$ cat src/rtl/anneal_seq_if.sv
// Host/node-array bundle for the anneal iteration sequencer.
// master = host side driving run requests; slave = the sequencer itself.
interface anneal_seq_if #(
   parameter int ITER_W = 24
);
   logic              start;
   logic              abort;
   logic [ITER_W-1:0] iter_num;
   logic              recip_write;
   logic [16:0]       recip_wdata;
   logic              busy;
   logic              done;
   logic [ITER_W-1:0] iter_count;
   logic              opt_run;
   logic              opt_sel;
   logic              exp_init;
   logic              exp_run;
   logic              exp_fin;
   logic [16:0]       exp_recip;
   logic              exch_valid;
   logic              exch_parity;

   modport master (
      output start, abort, iter_num, recip_write, recip_wdata,
      input  busy, done, iter_count, opt_run, opt_sel, exp_init, exp_run,
             exp_fin, exp_recip, exch_valid, exch_parity
   );

   modport slave (
      input  start, abort, iter_num, recip_write, recip_wdata,
      output busy, done, iter_count, opt_run, opt_sel, exp_init, exp_run,
             exp_fin, exp_recip, exch_valid, exch_parity
   );
endinterface

$ cat src/rtl/anneal_seq.sv
// Iteration sequencer: per iteration runs optimisation, exponent evaluation and a
// parity-alternating replica-exchange strobe, broadcast to every replica node.
module anneal_seq #(
   parameter int OPT_CYCLES = 16,
   parameter int EXP_CYCLES = 18,
   parameter int ITER_W     = 24
) (
   input  logic       clk_i,
   input  logic       reset_i,
   anneal_seq_if.slave bus_io
);

   localparam int MAX_CYC = (OPT_CYCLES > EXP_CYCLES) ? OPT_CYCLES : EXP_CYCLES;
   localparam int CNT_W   = (MAX_CYC > 1) ? $clog2(MAX_CYC) : 1;
   localparam logic [CNT_W-1:0] OPT_LOAD = CNT_W'(OPT_CYCLES - 1);
   localparam logic [CNT_W-1:0] EXP_LOAD = CNT_W'(EXP_CYCLES - 1);

   typedef enum logic [2:0] {
      S_IDLE, S_OPT, S_EXP_INIT, S_EXP_RUN, S_EXP_FIN, S_EXCH, S_DONE
   } state_t;

   state_t            state_q;
   logic [CNT_W-1:0]  cnt_q;
   logic [ITER_W-1:0] iter_num_q;
   logic [ITER_W-1:0] iter_count_q;
   logic [ITER_W-1:0] iter_count_d;
   logic              last_iter_d;
   logic              busy_q;
   logic              done_q;
   logic              opt_run_q;
   logic              opt_sel_q;
   logic              exp_init_q;
   logic              exp_run_q;
   logic              exp_fin_q;
   logic [16:0]       exp_recip_q;
   logic              exch_valid_q;
   logic              exch_parity_q;

   // Terminal compare against iter_num-1 happens before any increment, so the
   // counter never wraps even for iter_num = all-ones.
   assign iter_count_d = iter_count_q + ITER_W'(1);
   assign last_iter_d  = (iter_count_q == (iter_num_q - ITER_W'(1)));

   always_ff @(posedge clk_i or posedge reset_i) begin
      if (reset_i) begin
         state_q       <= S_IDLE;
         cnt_q         <= '0;
         iter_num_q    <= '0;
         iter_count_q  <= '0;
         busy_q        <= 1'b0;
         done_q        <= 1'b0;
         opt_run_q     <= 1'b0;
         opt_sel_q     <= 1'b0;
         exp_init_q    <= 1'b0;
         exp_run_q     <= 1'b0;
         exp_fin_q     <= 1'b0;
         exp_recip_q   <= '0;
         exch_valid_q  <= 1'b0;
         exch_parity_q <= 1'b0;
      end else begin
         opt_run_q    <= 1'b0;
         exp_init_q   <= 1'b0;
         exp_run_q    <= 1'b0;
         exp_fin_q    <= 1'b0;
         exch_valid_q <= 1'b0;
         done_q       <= 1'b0;

         if (bus_io.abort && (state_q != S_IDLE)) begin
            state_q       <= S_IDLE;
            busy_q        <= 1'b0;
            iter_count_q  <= '0;
            opt_sel_q     <= 1'b0;
            exch_parity_q <= 1'b0;
         end else begin
            case (state_q)
               S_IDLE: begin
                  if (bus_io.recip_write) begin
                     exp_recip_q <= bus_io.recip_wdata;
                  end
                  if (bus_io.start) begin
                     busy_q       <= 1'b1;
                     iter_count_q <= '0;
                     opt_sel_q    <= 1'b0;
                     if (bus_io.iter_num != '0) begin
                        iter_num_q <= bus_io.iter_num;
                        cnt_q      <= OPT_LOAD;
                        opt_run_q  <= 1'b1;
                        state_q    <= S_OPT;
                     end else begin
                        done_q  <= 1'b1;
                        state_q <= S_DONE;
                     end
                  end
               end
               S_OPT: begin
                  if (cnt_q == '0) begin
                     exp_init_q <= 1'b1;
                     state_q    <= S_EXP_INIT;
                  end else begin
                     cnt_q     <= cnt_q - CNT_W'(1);
                     opt_run_q <= 1'b1;
                  end
               end
               S_EXP_INIT: begin
                  cnt_q     <= EXP_LOAD;
                  exp_run_q <= 1'b1;
                  state_q   <= S_EXP_RUN;
               end
               S_EXP_RUN: begin
                  if (cnt_q == '0) begin
                     exp_fin_q <= 1'b1;
                     state_q   <= S_EXP_FIN;
                  end else begin
                     cnt_q     <= cnt_q - CNT_W'(1);
                     exp_run_q <= 1'b1;
                  end
               end
               S_EXP_FIN: begin
                  exch_valid_q  <= 1'b1;
                  exch_parity_q <= iter_count_q[0];
                  state_q       <= S_EXCH;
               end
               S_EXCH: begin
                  if (last_iter_d) begin
                     done_q  <= 1'b1;
                     state_q <= S_DONE;
                  end else begin
                     iter_count_q <= iter_count_d;
                     opt_sel_q    <= ~opt_sel_q;
                     cnt_q        <= OPT_LOAD;
                     opt_run_q    <= 1'b1;
                     state_q      <= S_OPT;
                  end
               end
               S_DONE: begin
                  busy_q  <= 1'b0;
                  state_q <= S_IDLE;
               end
               default: begin
                  busy_q  <= 1'b0;
                  state_q <= S_IDLE;
               end
            endcase
         end
      end
   end

   assign bus_io.busy        = busy_q;
   assign bus_io.done        = done_q;
   assign bus_io.iter_count  = iter_count_q;
   assign bus_io.opt_run     = opt_run_q;
   assign bus_io.opt_sel     = opt_sel_q;
   assign bus_io.exp_init    = exp_init_q;
   assign bus_io.exp_run     = exp_run_q;
   assign bus_io.exp_fin     = exp_fin_q;
   assign bus_io.exp_recip   = exp_recip_q;
   assign bus_io.exch_valid  = exch_valid_q;
   assign bus_io.exch_parity = exch_parity_q;

endmodule

$ cat src/flat_wrapper.sv
// flat-port wrapper written by rule: the top's interface ports become plain ports
module anneal_seq_flat 
#(
   parameter int OPT_CYCLES = 16,
   parameter int EXP_CYCLES = 18,
   parameter int ITER_W     = 24
)
  (clk_i, reset_i, bus_io_start, bus_io_abort, bus_io_iter_num, bus_io_recip_write, bus_io_recip_wdata, bus_io_busy, bus_io_done, bus_io_iter_count, bus_io_opt_run, bus_io_opt_sel, bus_io_exp_init, bus_io_exp_run, bus_io_exp_fin, bus_io_exp_recip, bus_io_exch_valid, bus_io_exch_parity);
  anneal_seq_if #(.ITER_W(ITER_W)) bus_io_i ();
  input  logic clk_i;
  input  logic reset_i;
  input wire logic [$bits(bus_io_i.start)-1:0] bus_io_start;
  input wire logic [$bits(bus_io_i.abort)-1:0] bus_io_abort;
  input wire logic [$bits(bus_io_i.iter_num)-1:0] bus_io_iter_num;
  input wire logic [$bits(bus_io_i.recip_write)-1:0] bus_io_recip_write;
  input wire logic [$bits(bus_io_i.recip_wdata)-1:0] bus_io_recip_wdata;
  output wire logic [$bits(bus_io_i.busy)-1:0] bus_io_busy;
  output wire logic [$bits(bus_io_i.done)-1:0] bus_io_done;
  output wire logic [$bits(bus_io_i.iter_count)-1:0] bus_io_iter_count;
  output wire logic [$bits(bus_io_i.opt_run)-1:0] bus_io_opt_run;
  output wire logic [$bits(bus_io_i.opt_sel)-1:0] bus_io_opt_sel;
  output wire logic [$bits(bus_io_i.exp_init)-1:0] bus_io_exp_init;
  output wire logic [$bits(bus_io_i.exp_run)-1:0] bus_io_exp_run;
  output wire logic [$bits(bus_io_i.exp_fin)-1:0] bus_io_exp_fin;
  output wire logic [$bits(bus_io_i.exp_recip)-1:0] bus_io_exp_recip;
  output wire logic [$bits(bus_io_i.exch_valid)-1:0] bus_io_exch_valid;
  output wire logic [$bits(bus_io_i.exch_parity)-1:0] bus_io_exch_parity;
  assign bus_io_i.start = bus_io_start;
  assign bus_io_i.abort = bus_io_abort;
  assign bus_io_i.iter_num = bus_io_iter_num;
  assign bus_io_i.recip_write = bus_io_recip_write;
  assign bus_io_i.recip_wdata = bus_io_recip_wdata;
  assign bus_io_busy = bus_io_i.busy;
  assign bus_io_done = bus_io_i.done;
  assign bus_io_iter_count = bus_io_i.iter_count;
  assign bus_io_opt_run = bus_io_i.opt_run;
  assign bus_io_opt_sel = bus_io_i.opt_sel;
  assign bus_io_exp_init = bus_io_i.exp_init;
  assign bus_io_exp_run = bus_io_i.exp_run;
  assign bus_io_exp_fin = bus_io_i.exp_fin;
  assign bus_io_exp_recip = bus_io_i.exp_recip;
  assign bus_io_exch_valid = bus_io_i.exch_valid;
  assign bus_io_exch_parity = bus_io_i.exch_parity;
  anneal_seq #(.OPT_CYCLES(OPT_CYCLES), .EXP_CYCLES(EXP_CYCLES), .ITER_W(ITER_W)) u_core (.clk_i(clk_i), .reset_i(reset_i), .bus_io(bus_io_i));
endmodule
$ cat config.mk
export PLATFORM = sky130hd
export DESIGN_NAME = anneal_seq_flat
export DESIGN_NICKNAME = d
export VERILOG_FILES = /design/src/rtl/anneal_seq_if.sv /design/src/rtl/anneal_seq.sv /design/src/flat_wrapper.sv
export SDC_FILE = /design/constraint.sdc
export NUM_CORES = 1
export LEC_CHECK = 0
export ABC_AREA = 1
export CAP_MARGIN = 10
export CORE_AREA = 2 2 121 123
export DETAILED_ROUTE_END_ITERATION = 7
export DIE_AREA = 0 0 123 125
export PLACE_DENSITY = 0.6
export RECOVER_POWER = 25
export SYNTH_ARGS = -nofsm -noshare
export SYNTH_HDL_FRONTEND = slang
export SYNTH_SLANG_ARGS = --single-unit
$ cat constraint.sdc
create_clock -name clk_i -period 4.48 [get_ports clk_i]
set_input_delay 0.896 -clock clk_i [delete_from_list [all_inputs] [get_ports clk_i]]
set_output_delay 0.896 -clock clk_i [all_outputs]
set_load 0.1 [all_outputs]
Yosys cells after proc, flatten, opt, wreduce, memory -nomap -nowiden. Index checks and enable logic that the tools add are counted.

Input bits: 46. Register bits after elaboration: 82.

Reductions and logical operators: 16. $add $sub $neg: 3. Multiplexer cells: 45. Bitwise operators: 2. Equality and inequality tests: 15.

Operator list (count): $mux W24 (3); $pmux W24 S2 (1); $add A24 B1 Y24 const B (1); $eq A24 B24 Y1 (1); $mux W1 (24); $reduce_bool A24 Y1 (1); $sub A24 B1 Y24 const B (1); $mux W5 (4); $pmux W5 S4 (1); $mux W3 (6); $pmux W3 S6 (1); $reduce_and A3 Y1 (3); $pmux W1 S2 (4); $eq A3 B2 Y1 const B (2); $eq A3 B3 Y1 const B (2); $ne A2 B2 Y1 const B (3); $ne A3 B1 Y1 const B (2); $reduce_and A6 Y1 (1); $reduce_bool A3 Y1 (2); $logic_not A5 Y1 (1); $reduce_or A5 Y1 (1); $sub A5 B1 Y5 const B (1); $ne A2 B1 Y1 const B (2); $reduce_and A4 Y1 (1); 11 further kinds (12).

Depth between registers and ports, before layout. Gate-level depths: netlist of run 1.

Depth in word-level cells: 5. Gate-level depth with buffers: 16. Depth with buffers taken out: 16.

Worst setup path before layout of run 1. OpenSTA, ideal clock, no wires.

Path kind: flip-flop to flip-flop. Start: reg u_core.iter_count_q[1], in the netlist u_core.bus_io.iter_count[1]. End: reg u_core.iter_count_q[22], in the netlist u_core.bus_io.iter_count[22]. Setup slack: 1.915 ns. Clock period less this slack: 2.565 ns. Cell stages (with the launch flop): 12. Path buffers: 0. Setup time: 0.067 ns. Data arrival time: 2.498 ns. Path through: dfrtp_1 -> ha_1 -> nand3_1 -> nor2_1 -> nand2_1 -> nor3_1 -> nand4_1 -> o21ai_0 -> nand2_1 -> nor2_1 -> nand4_1 -> nand2_1.

Longest elaborated chain between the ends: 4.

RTL lines: from (decl) (line anneal_seq.sv:25) `logic [ITER_W-1:0] iter_count_q;`; from (signal assigned) (line anneal_seq.sv:128) `iter_count_q <= iter_count_d;`; $add A24 B1 Y24 (line anneal_seq.sv:41) `assign iter_count_d = iter_count_q + ITER_W'(1);`; $mux W24 (line anneal_seq.sv:124) `if (last_iter_d) begin`; $pmux W24 S2 (line anneal_seq.sv:75) `case (state_q)`; $mux W24 (line anneal_seq.sv:68) `if (bus_io.abort && (state_q != S_IDLE)) begin`.

Parallel ways exist; a longest one is shown, timed or not. The select of a mux whose other input is x is not followed. A chain may end at the register's enable or synchronous reset.

==> impl_metrics.yaml, run 1 <==
outcome:
  outcome: "completed"
grt:
  grt_overflow: 0
  grt_max_degree: 53
  antenna_found_initial: 0
  grt.total_usage: 0.218
  grt_pass1_wl_mm: 26.3
  grt_pass1_vias: 5181
cts:
  postCtsSetupRepairBufs: 0
  path_clk_slew_ps: 60
  cts_sinks: 82
  cts_tree: "done"
  ctsHoldBuffers: 0
  worstSkewPairLatency_ps: 350
  cts_max_level: 3
  cts.path.max_buffers: 2
  cts_resized: 0
  cts_buffers: 9
  cts-root-buf: "clkbuf_16"
drt:
  drtIter0Drc: 358
  drc: 0
  avgViaCountPerCell: 5.16
  wirelength_mm: 15.9
  wire_per_inst_um: 15.3
  first_pass_iters: 5
  antenna_left: 0
  vias: 5381
die:
  fp.dieW_um: 123
  ios: 96
  die_area_um2: 15400
  initial_utilization: 0.386
  row_count: 44
  coreArea_um2: 14200
  die_y_um: 125
yosys:
  synth_area_um2: 5490
  syn_inst: 775
  ys_types: 36
  ys_seq_elements: 82
  seq_area_frac_synth: 0.374
  syn_nets: 825
  ys_warn_count: 0
  syn_area_per_cell_um2: 7.08
sta:
  finalSetupTns_ps: 0
  min_period_ps: 3120
  max_slew.worst_pin.slew_ps: 1330
  slew-limit-headroom: 0.108
  fin_skew_ps: 7.92
  drv_slew: 0
  rsz0062_at_grt: "no"
  hold_ws_ps: 479
  setup_viol: 0
  fin_crit_sh: 0.696
  fmax_mhz: 321
  finalHoldViolations: 0
critical_path:
  cp_data_arrival_time_ps: 3370
  worstPathCellList: "dlygate4sd3_1, clkinvlp_2, clkbuf_2"
  regToRegEndpoint: "u_core.bus_io.iter_count[10]"
  crit_required_ps: 4730
  ff2ff_setup_slack_ps: 1670
  critPathKind: "in -> async"
  rr_worst_depth: 14
  crit_slowest_cell: "clkbuf_2"
  worstPathMaxFanout: 52
  cp-start-kind: "primary input"
  cpPeakStageDelay_ps: 1110
  critPathCaptureType: "async pin"
  reg2reg_from: "u_core.iter_num_q[0]"
placement:
  dp_hpwl_mm: 12.2
  placed_area_um2: 6540
  port_buffers: 95
  place.gp.congestion: 0.944
cells_and_area:
  drive_above_1_share: 0.0664
  fillers: 1431
  nNetsFinal: 903
  multi_input_area_um2: 2960
  n_antenna_cell: 0
  synthToLayoutAreaGrowth_pct: 24.6
  seq_area_um2: 2050
  fin_area_um2: 6840
worst_hold_path:
  hp-start: "u_core.cnt_q[4]"
  hold_depth: 2
  whs_endpoint: "u_core.cnt_q[4]"
  hp-class: "reg -> reg"
power_and_ir_drop:
  leakagePower_uw: 0.00308
  ir_worst_vdd_mv: 0.494
  powerDensity_nw_per_um2: 626
flow_run:
  maxCapViolations: 0
-- logic make-up (layout without fill, tap and decap cells) --
kind of cell / Yosys count / after routing / synth area share
and+or+nand+nor: 461 / 461 / 0.383
buffers and inverters: 116 / 199 / 0.0860
DFF: 82 / 82 / 0.374
AOI/OAI and AO/OA: 64 / 64 / 0.0634
xor gates and xnor gates: 30 / 30 / 0.0479
muxes: 18 / 18 / 0.0369
adders and majority gates: 4 / 4 / 0.00912
-- synthesized netlist by cell type, drive strengths merged --
master	count	area (um^2)
nand2	218	821
nor2	104	448
inv	85	319
dfrtp	82	2050
nand4	47	294
nand3	45	260
o21ai	33	165
nor3	24	120
clkbuf	23	86.3
a21oi	19	95.1
mux2	18	203
xor2	16	140
xnor2	14	123
nand3b	10	75.1
buf	8	66.3
nor4	5	31.3
or2	5	31.3
a31oi	4	25.0
ha	4	50.1
a211oi	3	22.5
o21a	2	15.0
a21boi	1	7.51
a32o	1	10.0
and2	1	6.26
and3	1	6.26
nor3b	1	7.51
o211ai	1	7.51
-- final cells by class --
class / count / share of cell area
timing repair buffer: 98 / 0.142
tap: 184 / 0.0337
clock buffer: 14 / 0.0386
sequential: 82 / 0.300
clock inverter: 2 / 0.00512
multi-input combinational: 577 / 0.434
inverter: 85 / 0.0469
-- layout by cell type, fill, tap and decap left out, drive strengths merged, types with 2 or more instances in the layout --
master / instances
inv: 84
nand4: 47
nor4: 5
nand2: 218
clkdlybuf4s50: 93
dfrtp: 82
or2: 5
clkbuf: 15
nand3b: 10
a21oi: 19
a31oi: 4
nor3: 24
ha: 4
xnor2: 14
nand3: 45
o21a: 2
dlygate4sd3: 2
xor2: 16
nor2: 104
a211oi: 3
buf: 2
o21ai: 33
mux2: 18
-- metal layers --
layer  vias up  GRT usage  wire length (um)
met1      2502      0.281              6950
met4         0     0.0755               308
met3        19     0.0525              1010
li1       2683          -                 -
met2       177      0.356              7660
met5         -          0                 0
-- sequential cells by signal, summed over array words and instances, names as in the netlist, 3 cells and up --
| name | flops |
|---|---|
| u_core.bus_io.iter_count | 24 |
| u_core.iter_num_q | 24 |
| u_core.bus_io.exp_recip | 17 |
| u_core.cnt_q | 5 |
| u_core.state_q | 3 |
-- critical path, delay by kind of cell --
kind                   cells  cell delay (ps)
buffers and inverters      3             2430
-- report_power, final --
group	internal (uW)	switching (uW)
registers	975	250
logic	683	1610
clock network	462	296
-- how the worst max path moves through the flow --
stage                                           start                           end  slack [ps]  depth (start not counted)
after detailed placement          bus_io_iter_num[12]          u_core.iter_num_q[3]        1330                          6
after global routing                          reset_i  u_core.bus_io.iter_count[14]         830                          3
after global placement            bus_io_iter_num[12]          u_core.iter_num_q[3]        1310                          6
after CTS                 u_core.bus_io.iter_count[0]          bus_io_iter_count[0]        1390                          1
after floorplan                               reset_i            u_core.bus_io.busy        1480                          1
final                                         reset_i  u_core.bus_io.iter_count[16]        1360                          3
-- stage by stage --
stage	setup slack, ps	instances	total power [uW]	utilization
2_1_floorplan	1480	775	2990	-
3_3_place_gp	1310	1026	3480	0.460
3_5_place_dp	1330	1026	3520	0.460
4_1_cts	1390	1042	4300	0.482
5_1_grt	835	1042	4570	0.481
6_report	1360	1042	4280	0.481
Note: power is estimated with default switching activity, not from simulation.
==> run 2, diff against run 1 <==
==> constraint.sdc (replaced) <==
create_clock -name clk_i -period 2.9 [get_ports clk_i]
set_input_delay 0.58 -clock clk_i [delete_from_list [all_inputs] [get_ports clk_i]]
set_output_delay 0.58 -clock clk_i [all_outputs]
set_load 0.1 [all_outputs]
==> run 2 against run 1 <==
Via count up 2.0%. Clock skew grew 2.9 ps. Sequential share of layout area is 0.24 points higher. Sequential cell count did not move. Global-route usage increased by 1.2 points. Critical path depth is 10 higher. First-iteration DRC count is 7.3% higher. Clock power rose by 44%. Combinational power up 53%. Count of clock-buffer cells in the layout down 3. Routed wire length grew 4.0%. Final cell count is 1.1% higher.
==> impl_metrics.yaml, run 2 (synthesis gave the netlist of run 1 again) <==
grt:
  grt_pass1_vias: 5450
  grt.total_usage: 0.230
  grt_overflow: 0
  grt_max_degree: 54
  antenna_found_initial: 0
  grt_pass1_wl_mm: 27.8
cts:
  cts-root-buf: "clkbuf_16"
  cts_tree: "done"
  cts_resized: 0
  worstSkewPairLatency_ps: 350
  cts.path.max_buffers: 2
  path_clk_slew_ps: 60
  cts_max_level: 3
  cts_buffers: 9
  ctsHoldBuffers: 0
  postCtsSetupRepairBufs: 0
  cts_sinks: 82
placement:
  dp.cells: 1037
  place.gp.congestion: 0.909
  dp_hpwl_mm: 12.7
  port_buffers: 95
critical_path:
  crit_required_ps: 3130
  crit_buf_inv: 1
  cp_data_arrival_time_ps: 2860
  worstPathMaxFanout: 14
  cpPeakStageDelay_ps: 450
  critPathKind: "reg -> reg"
  critPathCaptureType: "flip-flop"
  cp-start-kind: "flip-flop"
  worstPathCellList: "nor2_1, nand2_2, nor2_4, nand2_1, nor2_1, nand2_1, a21oi_1, nand2_1, nor2_4, nand3_4, buf_4, nand4_1, nand2_1"
  crit_top_cell: "nand2_1"
  crit_slowest_cell: "dfrtp_1"
  path_delay_family: "simple AND/OR/NAND/NOR gates"
drt:
  vias: 5489
  drc: 0
  wire_per_inst_um: 15.7
  wirelength_mm: 16.6
  antenna_left: 0
  avgViaCountPerCell: 5.21
  first_pass_iters: 5
  drtIter0Drc: 384
cells_and_area:
  n_antenna_cell: 0
  synthToLayoutAreaGrowth_pct: 23.6
  mostFrequentLayoutCell: "nand2_1"
  multi_input_area_um2: 2960
  drive_above_1_share: 0.138
  nNetsFinal: 914
  final_cell_mix: "nand2_1, nor2_1, inv_1, dfrtp_1, buf_4"
  fillers: 1458
  seq_area_um2: 2050
  final_cells: 1053
die:
  die_area_um2: 15400
  row_count: 44
  coreArea_um2: 14200
  initial_utilization: 0.386
  die_y_um: 125
  ios: 96
  fp.dieW_um: 123
sta:
  min_period_ps: 2620
  max_slew.worst_pin.slew_ps: 1330
  setup_viol: 0
  finalSetupTns_ps: 0
  fmax_mhz: 381
  rsz0062_at_grt: "no"
  finalHoldViolations: 0
  drv_slew: 0
  fin_crit_sh: 0.904
  fin_skew_ps: 10.8
  slew-limit-headroom: 0.109
flow_run:
  maxCapViolations: 0
outcome:
  outcome: "completed"
worst_hold_path:
  hp-class: "reg -> reg"
power_and_ir_drop:
  leakagePower_uw: 0.00321
  ir_worst_vdd_mv: 0.976
  powerDensity_nw_per_um2: 960
## run 2: cell types whose count changed in the layout (fill, tap and decap cells not counted)
cell,delta
bufinv_16,-1
clkdlybuf4s50_1,-49
clkbuf_8,-1
buf_12,+1
clkbuf_1,-2
clkinv_2,+2
buf_4,+60
clkinvlp_4,+2
dlygate4sd3_1,-1
clkbuf_4,+1
clkbuf_2,-1
## run 2: power breakdown
part | switching [uW] | internal, uW | leakage, uW
Clock | 495 | 600 | 0.000131
Sequential | 380 | 1510 | 0.00104
Combinational | 2490 | 1040 | 0.00203
Total | 3360 | 3150 | 0.00321
## run 2: worst register-to-register path: stages (launching register included)
cell and delay, ps:
dfrtp_1 450, nor2_1 250, nand2_2 120, nor2_4 300
nand2_1 120, nor2_1 100, nand2_1 80, a21oi_1 150
nand2_1 120, nor2_4 190, nand3_4 200, buf_4 260
nand4_1 100, nand2_1 70
## run 2: final cells by class
cell class	instances	share of cell area
Tap cell	184	0.0339
Inverter	85	0.0472
Sequential cell	82	0.303
Clock inverter	5	0.00443
Clock buffer	11	0.0358
Timing Repair Buffer	109	0.139
Multi-Input combinational cell	577	0.437
## run 2: per-stage QoR
stage / setup WS [ps] / hold WS, ps / area, um^2 / util / total power, uW
global route: 26.3 / 505 / 6780 / 0.478 / 6990
detailed placement: 253 / 467 / 6520 / 0.459 / 5420
global placement: 290 / 466 / 6520 / 0.459 / 5370
floorplan: 212 / 442 / 5490 / - / 4610
CTS: 296 / 482 / 6800 / 0.478 / 6550
finish: 277 / 477 / 6780 / 0.478 / 6510
## run 2: worst paths after layout
kind                                       from                      endpoint  slack (ps)  depth (start not counted)
max                        u_core.iter_num_q[5]  u_core.bus_io.iter_count[13]         280                         13
min                             u_core.cnt_q[4]               u_core.cnt_q[4]         480                          2
max reg2reg                u_core.iter_num_q[5]  u_core.bus_io.iter_count[13]         280                         13
min reg2reg                     u_core.cnt_q[4]               u_core.cnt_q[4]         480                          2
max in group asynchronous               reset_i   u_core.bus_io.iter_count[1]         530                          3
min in group asynchronous               reset_i   u_core.bus_io.exp_recip[12]         970                          2
## run 2: metal layers
| layer | wire length (um) | track usage | up-vias |
|---|---|---|---|
| met1 | 7270 | 0.304 | 2563 |
| met4 | 474 | 0.0922 | 0 |
| met5 | 0 | 0 | - |
| met2 | 7800 | 0.370 | 196 |
| met3 | 1020 | 0.0411 | 32 |
| li1 | - | - | 2698 |
